**src/rtl/arith_pkg.sv**
```systemverilog
// Shared arithmetic definitions: serial-adder FSM states and the counter-width helper.
package arith_pkg;

  typedef enum logic [1:0] {
    IDLE = 2'd0,
    ADD  = 2'd1,
    HOLD = 2'd2
  } add_state_t;

  // Bit count able to hold 0..w, so that w=1 and powers of two still fit
  function automatic int unsigned cnt_width(input int unsigned w);
    return $clog2(w + 1);
  endfunction

endpackage

```
**src/rtl/full_adder_1bit.sv**
```systemverilog
// Single-bit full adder; the whole datapath of the bit-serial adder.
module full_adder_1bit (
  input  logic a,
  input  logic b,
  input  logic cin,
  output logic s,
  output logic cout
);

  assign s    = a ^ b ^ cin;
  assign cout = (a & b) | (a & cin) | (b & cin);

endmodule

```
**src/rtl/serial_adder_nbit.sv**
```systemverilog
// Bit-serial N-bit adder: one bit per clock, LSB first, through a single carry flop.
// Operands enter and results leave through independent valid/ready handshakes.
module serial_adder_nbit
  import arith_pkg::*;
#(
  parameter int unsigned WIDTH = 4
) (
  input  logic             clk,
  input  logic             rst,
  input  logic             in_valid,
  output logic             in_ready,
  input  logic [WIDTH-1:0] A,
  input  logic [WIDTH-1:0] B,
  input  logic             Carry_in,
  output logic             out_valid,
  input  logic             out_ready,
  output logic [WIDTH-1:0] Sum,
  output logic             Carry_out
);

  localparam int unsigned CNT_W = cnt_width(WIDTH);

  add_state_t       state, state_next;
  logic [CNT_W-1:0] count;
  logic             carry;
  logic [WIDTH-1:0] a_sh, b_sh, sum_sh, sum_next;
  logic             fa_s, fa_cout;
  logic             last_bit;

  full_adder_1bit u_fa (
    .a    (a_sh[0]),
    .b    (b_sh[0]),
    .cin  (carry),
    .s    (fa_s),
    .cout (fa_cout)
  );

  assign last_bit = (count == CNT_W'(WIDTH - 1));
  // New sum bit enters at the MSB; written as a shift so WIDTH=1 needs no special case
  assign sum_next = (sum_sh >> 1) | (WIDTH'(fa_s) << (WIDTH - 1));

  always_ff @(posedge clk or posedge rst) begin
    if (rst) state <= IDLE;
    else     state <= state_next;
  end

  always_comb begin
    state_next = state;
    case (state)
      IDLE:    if (in_valid)  state_next = ADD;
      ADD:     if (last_bit)  state_next = HOLD;
      HOLD:    if (out_ready) state_next = IDLE;
      default:                state_next = IDLE;
    endcase
  end

  always_comb begin
    in_ready  = 1'b0;
    out_valid = 1'b0;
    case (state)
      IDLE:    in_ready  = 1'b1;
      HOLD:    out_valid = 1'b1;
      default: ;
    endcase
  end

  // Operand/sum shift registers, carry flop and result registers
  always_ff @(posedge clk or posedge rst) begin
    if (rst) begin
      count     <= '0;
      carry     <= 1'b0;
      a_sh      <= '0;
      b_sh      <= '0;
      sum_sh    <= '0;
      Sum       <= '0;
      Carry_out <= 1'b0;
    end else if (state == IDLE && in_valid) begin
      a_sh  <= A;
      b_sh  <= B;
      carry <= Carry_in;
      count <= '0;
    end else if (state == ADD) begin
      a_sh   <= a_sh >> 1;
      b_sh   <= b_sh >> 1;
      sum_sh <= sum_next;
      carry  <= fa_cout;
      count  <= count + CNT_W'(1);
      if (last_bit) begin
        Sum       <= sum_next;
        Carry_out <= fa_cout;
      end
    end
  end

endmodule

```
**config.mk**
```make
export PLATFORM = sky130hd
export DESIGN_NAME = serial_adder_nbit
export DESIGN_NICKNAME = d
export VERILOG_FILES = /design/src/rtl/arith_pkg.sv /design/src/rtl/full_adder_1bit.sv /design/src/rtl/serial_adder_nbit.sv
export SDC_FILE = /design/constraint.sdc
export NUM_CORES = 1
export LEC_CHECK = 0
export ABC_AREA = 1
export CAP_MARGIN = 5
export CORE_ASPECT_RATIO = 0.9
export CORE_MARGIN = 5
export CORE_UTILIZATION = 48
export CTS_CLUSTER_SIZE = 20
export DETAILED_ROUTE_END_ITERATION = 8
export GPL_ROUTABILITY_DRIVEN = 0
export GPL_TIMING_DRIVEN = 0
export PLACE_DENSITY = 0.76
export SKIP_LAST_GASP = 1
export SLEW_MARGIN = 20
export SYNTH_ARGS = -nofsm -noshare
export SYNTH_HDL_FRONTEND = slang
export SYNTH_SLANG_ARGS = --single-unit
```
**constraint.sdc**
```tcl
create_clock -name clk -period 1.3 [get_ports clk]
set_input_delay 0.13 -clock clk [delete_from_list [all_inputs] [get_ports clk]]
set_output_delay 0.13 -clock clk [all_outputs]
set_load 0.1 [all_outputs]
```
# Word level (Yosys, flattened, before mapping)
# Index checks and enable logic that the tools add are counted.
[totals]
output_inout_bits = 7
register_bits = 23
wordCells = 44
inputBits = 13
[classes]
n_bitwise = 9
n_reduce_logical = 6
mux = 14
n_addsub = 1
n_eq_ne = 6
[ops]
columns = ["op", "n"]
rows = [
  ["4-bit two-way mux", 4],
  ["2-bit two-way mux", 3],
  ["3-bit two-way mux", 2],
  ["2-bit inequality test, second input constant", 3],
  ["2-bit one-hot mux with 3 select lines", 1],
  ["3-bit AND reduction", 2],
  ["1-bit two-way mux", 4],
  ["3-bit by 4-bit OR with 4-bit output", 1],
  ["3-bit by 1-bit adder with 3-bit output, second input constant", 1],
  ["1-bit AND", 3],
  ["3-bit by 2-bit == test with 1-bit output, second input constant", 1],
  ["2-bit by 1-bit == test with 1-bit output, second input constant", 1],
  ["2-bit == test, second input constant", 1],
  ["2-bit logical NOT", 1],
  ["1-bit OR", 2],
  ["2-bit AND reduction", 1],
  ["2-bit nonzero test", 1],
  ["1-bit bitwise XOR", 2],
  ["1-bit logical AND", 1],
  ["1-bit inverter", 1],
]

# Depth between registers and ports, before layout
# Gate-level depths: netlist of run 1.
[logic_depth]
ltp_word = 5
depth_mapped = 6
mapped_depth_nobuf = 6

# By module
# Synthesis of run 1 repeated with hierarchy kept, for this count alone.
[unflattened]
hier_cells = 109
hier_area_um2 = 948.4
[by_module_without_submodules]
columns = ["module", "area_each_um2", "cells_each", "seq_area_each_um2", "n_inst"]
rows = [
  ["serial_adder_nbit", 928.4, 108, 550.5, 1],
  ["full_adder_1bit", 20.0, 1, 0.0, 1],
]

# Least setup slack after synthesis of run 1
# Ideal clock, no wire load.
[synth_timing]
kind = "reg2out"
startpoint = "register state[0]"
endpoint = "output port out_valid"
t_arrival_ns = 1.704
path_stages_with_launch = 2
required_time_ns = 1.170
slack_ns = -0.534
path_buffers = 0
path_cell_list = "dfrtp_1 -> nor2_1"
[synth_between]
elab_chain_len = 2
[synth_lines]
columns = ["element", "line", "rtl"]
rows = [
  ["from (decl)", "serial_adder_nbit.sv:23", "add_state_t state, state_next;"],
  ["from (signal assigned)", "serial_adder_nbit.sv:44", "else state <= state_next;"],
  ["2-bit == test", "serial_adder_nbit.sv:60", "case (state)"],
  ["1-bit two-way mux", "serial_adder_nbit.sv:60", ""],
  ["to (decl)", "serial_adder_nbit.sv:15", "output logic out_valid,"],
]
# Every way passes these cells.

# Worst setup path after layout of run 1
[layout_timing]
startpoint = "register state[0]"
endpoint = "output port in_ready"
[layout_between]
elab_chain_len = 2
[layout_lines]
columns = ["element", "line", "rtl"]
rows = [
  ["2-bit logical NOT", "serial_adder_nbit.sv:60", ""],
  ["1-bit two-way mux", "serial_adder_nbit.sv:60", ""],
  ["to (decl)", "serial_adder_nbit.sv:11", "output logic in_ready,"],
]
# Every way passes these cells.

==> results of run 1 <==
## report_power, final
group / internal (mW) / leakage [nW] / switching [mW]
clock network: 0.171 / 0.0210 / 0.209
logic: 0.535 / 0.321 / 1.26
registers: 0.978 / 0.280 / 0.195
total: 1.68 / 0.623 / 1.67
## flip-flops by register name (all words and copies together), names as in the netlist
register,cells
Carry_out,1
a_sh,4
state,2
Sum,4
b_sh,4
sum_sh,3
carry,1
count,3
## worst max-delay path by stage
stage / start / endpoint / slack, ns / depth (start not counted)
floorplan: state[0] / a_sh[0] / 0.12 / 4
global route: state[1] / in_ready / -0.04 / 2
detailed placement: state[0] / in_ready / -0.77 / 3
finish: state[0] / in_ready / 0.03 / 2
CTS: state[0] / in_ready / -0.04 / 3
global placement: state[0] / in_ready / -0.78 / 3
## worst max-delay path, cell delays in order (launching register included)
cell	delay, ns
dfrtp_2	0.49
nor2_4	0.16
buf_12	0.19
## layer usage
metal  track usage, %  vias up  share of wire (%)
met5                0        -                  0
met4             3.47        0               0.77
met3             3.69        2                6.1
met2             24.3       17                 49
met1             20.2      371                 44
li1                 -      392                  -
## cell type report
type	count	share of cell area, %
clock buffers	4	2.91
multi-input cells	76	30.4
inverters	6	1.81
well taps	25	2.51
plain buffers	3	1.31
flip-flops and latches	22	44.4
repair buffers	22	16.7
## cell usage in the layout, fill, tap and decap left out, types with 3 or more instances in the layout
| cell | Yosys | final |
|---|---|---|
| inv_1 | 5 | 4 |
| nand3_1 | 16 | 16 |
| buf_4 | 0 | 4 |
| nor2_4 | 0 | 3 |
| buf_2 | 3 | 6 |
| clkdlybuf4s50_1 | 0 | 12 |
| clkbuf_4 | 0 | 3 |
| o21ai_0 | 5 | 5 |
| dfrtp_1 | 22 | 20 |
| nand2_1 | 45 | 45 |
## cell families (layout without fill, tap and decap cells)
kind of cell | Yosys count | after routing | share of synthesized area (%)
fa+ha+maj | 3 | 3 | 4.74
compound gates | 7 | 7 | 3.95
buf+inv | 10 | 35 | 4.35
simple gates | 66 | 66 | 29.0
flops | 22 | 22 | 58.0
## repair_timing
action,CTS,global route
setup buffers,3,0
gates resized for setup,44,7
endpoints found under the setup margin,7,12
## through the flow
stage / setup slack (ns) / hold slack [ns]
CTS: -0.0440 / 0.313
global route: -0.0355 / 0.352
floorplan: 0.119 / 0.119
detailed placement: -0.773 / 0.458
global placement: -0.783 / 0.452
finish: 0.0269 / 0.284
==> impl_metrics.env, run 1 <==
export IMPL_status="completed"
export IMPL_grt_max_degree=23
export IMPL_die_area_um2=2970
export IMPL_yosys_warnings=0
export IMPL_wl_per_cell_um=12.3
export IMPL_io_buffer_count=19
export IMPL_yosysSeqAreaShare_pct=58.0
export IMPL_dr_pass1_iters=4
export IMPL_synth_top_area_share_pct=58.0
export IMPL_grt_pass1_vias=735
export IMPL_postSynthCellCount=108
export IMPL_crit_type="reg -> out"
export IMPL_finalCritPeriodShare_pct=97.9
export IMPL_fin_skew_ns=0.000484
export IMPL_place_inst=152
export IMPL_rows=15
export IMPL_cts_buffers=3
export IMPL_final_cell_area_um2=1240
export IMPL_vias_per_cell=4.95
export IMPL_cts_clk_slew_worst_paths_ns=0.13
export IMPL_max_vdd_ir_drop_uv=1640
export IMPL_drtAntennaViolNets=0
export IMPL_start_util_pct=50.1
export IMPL_drive_above_1_share_pct=18.8
export IMPL_fillerInstances=162
export IMPL_slew_headroom_pct=44.2
export IMPL_cts_buffer_depth=2
export IMPL_timing_rr_start="count[0]"
export IMPL_cts_tree="done"
export IMPL_report_final_hold_viol_count=0
export IMPL_layout_nets=150
export IMPL_cts_hold_buf=0
export IMPL_end_kind="primary output"
export IMPL_ys_seq_elements=22
export IMPL_synth_most_common_cell="nand2_1"
export IMPL_synth_top_cell_by_area="dfrtp_1"
export IMPL_core_area_um2=1900
export IMPL_r2r_end="state[1]"
export IMPL_n_antenna_cell=0
export IMPL_grt_pass1_wl_um=3480
export IMPL_die_width_um=56.9
export IMPL_synth_edf_count=0
export IMPL_synth_common_cells="nand2_1 (45), dfrtp_1 (22), nand3_1 (16)"
export IMPL_ys_flop_type="dfrtp_1"
export IMPL_antenna_found_initial=0
export IMPL_drv_slew=0
export IMPL_syn_avg_cell_area_um2=8.79
export IMPL_die_h_um=52.2
export IMPL_tightest_slew_ns=0.836
export IMPL_maxCapViolations=0
export IMPL_fin_crit_ns=1.27
export IMPL_cts_sinks=22
export IMPL_drc=0
export IMPL_rsz0062_at_grt="yes"
export IMPL_gr_usage_all_layers_pct=14.9
export IMPL_r2r_slack_ns=0.07
export IMPL_io_pin_count=20
export IMPL_p_leak_nw=0.623
export IMPL_power_total_mw=3.35
export IMPL_fmax_ghz=0.786
export IMPL_wl_um=1950
export IMPL_regArea_um2=553
export IMPL_worstPathMaxFanout=4
export IMPL_hold_path_class="in -> async"
export IMPL_cp_arrival_ns=1.14
export IMPL_multi_input_area_um2=378
export IMPL_h_tree_depth=1
export IMPL_vias=782
export IMPL_reg2reg_depth=4
export IMPL_grt_overflow=0
export IMPL_synth_area_um2=950
export IMPL_utilization_pct=65.7
export IMPL_pwr_density_cell_nw_per_um2=2690
export IMPL_synth_nets=124
export IMPL_cts_root_buffer="clkbuf_4"
export IMPL_clk_latency_ns=0.30
export IMPL_crit_path_start_kind="flip-flop"
export IMPL_synth_distinct_cells=15
export IMPL_drt_iter0_markers=20
export IMPL_synthArstFlopShare_pct=100
export IMPL_crit_required_ns=1.17
export IMPL_post_dp_hpwl_um=1290
export IMPL_netlist_top_cells_area="dfrtp_1 (58%), nand2_1 (18%), nand3_1 (8.4%)"
export IMPL_final_cells=158
export IMPL_placement_cell_area_um2=1180
export IMPL_area_delta_synth_final_pct=31.1
export IMPL_tns_ns=0
export IMPL_finalSetupViolations=0
Power figures use the tool's default switching activity.
==> run 2, diff against run 1 <==
--- a/config.mk
+++ b/config.mk
@@ -6,7 +6,6 @@
 export NUM_CORES = 1
 export LEC_CHECK = 0
 export ABC_AREA = 1
-export CAP_MARGIN = 5
 export CORE_ASPECT_RATIO = 0.9
 export CORE_MARGIN = 5
 export CORE_UTILIZATION = 48
@@ -14,6 +13,7 @@
 export DETAILED_ROUTE_END_ITERATION = 8
 export GPL_ROUTABILITY_DRIVEN = 0
 export GPL_TIMING_DRIVEN = 0
+export HOLD_SLACK_MARGIN = 0.08
 export PLACE_DENSITY = 0.76
 export SKIP_LAST_GASP = 1
 export SLEW_MARGIN = 20
==> results of run 2 <==
The final DEF is identical to that of run 1; final timing and power are the same.
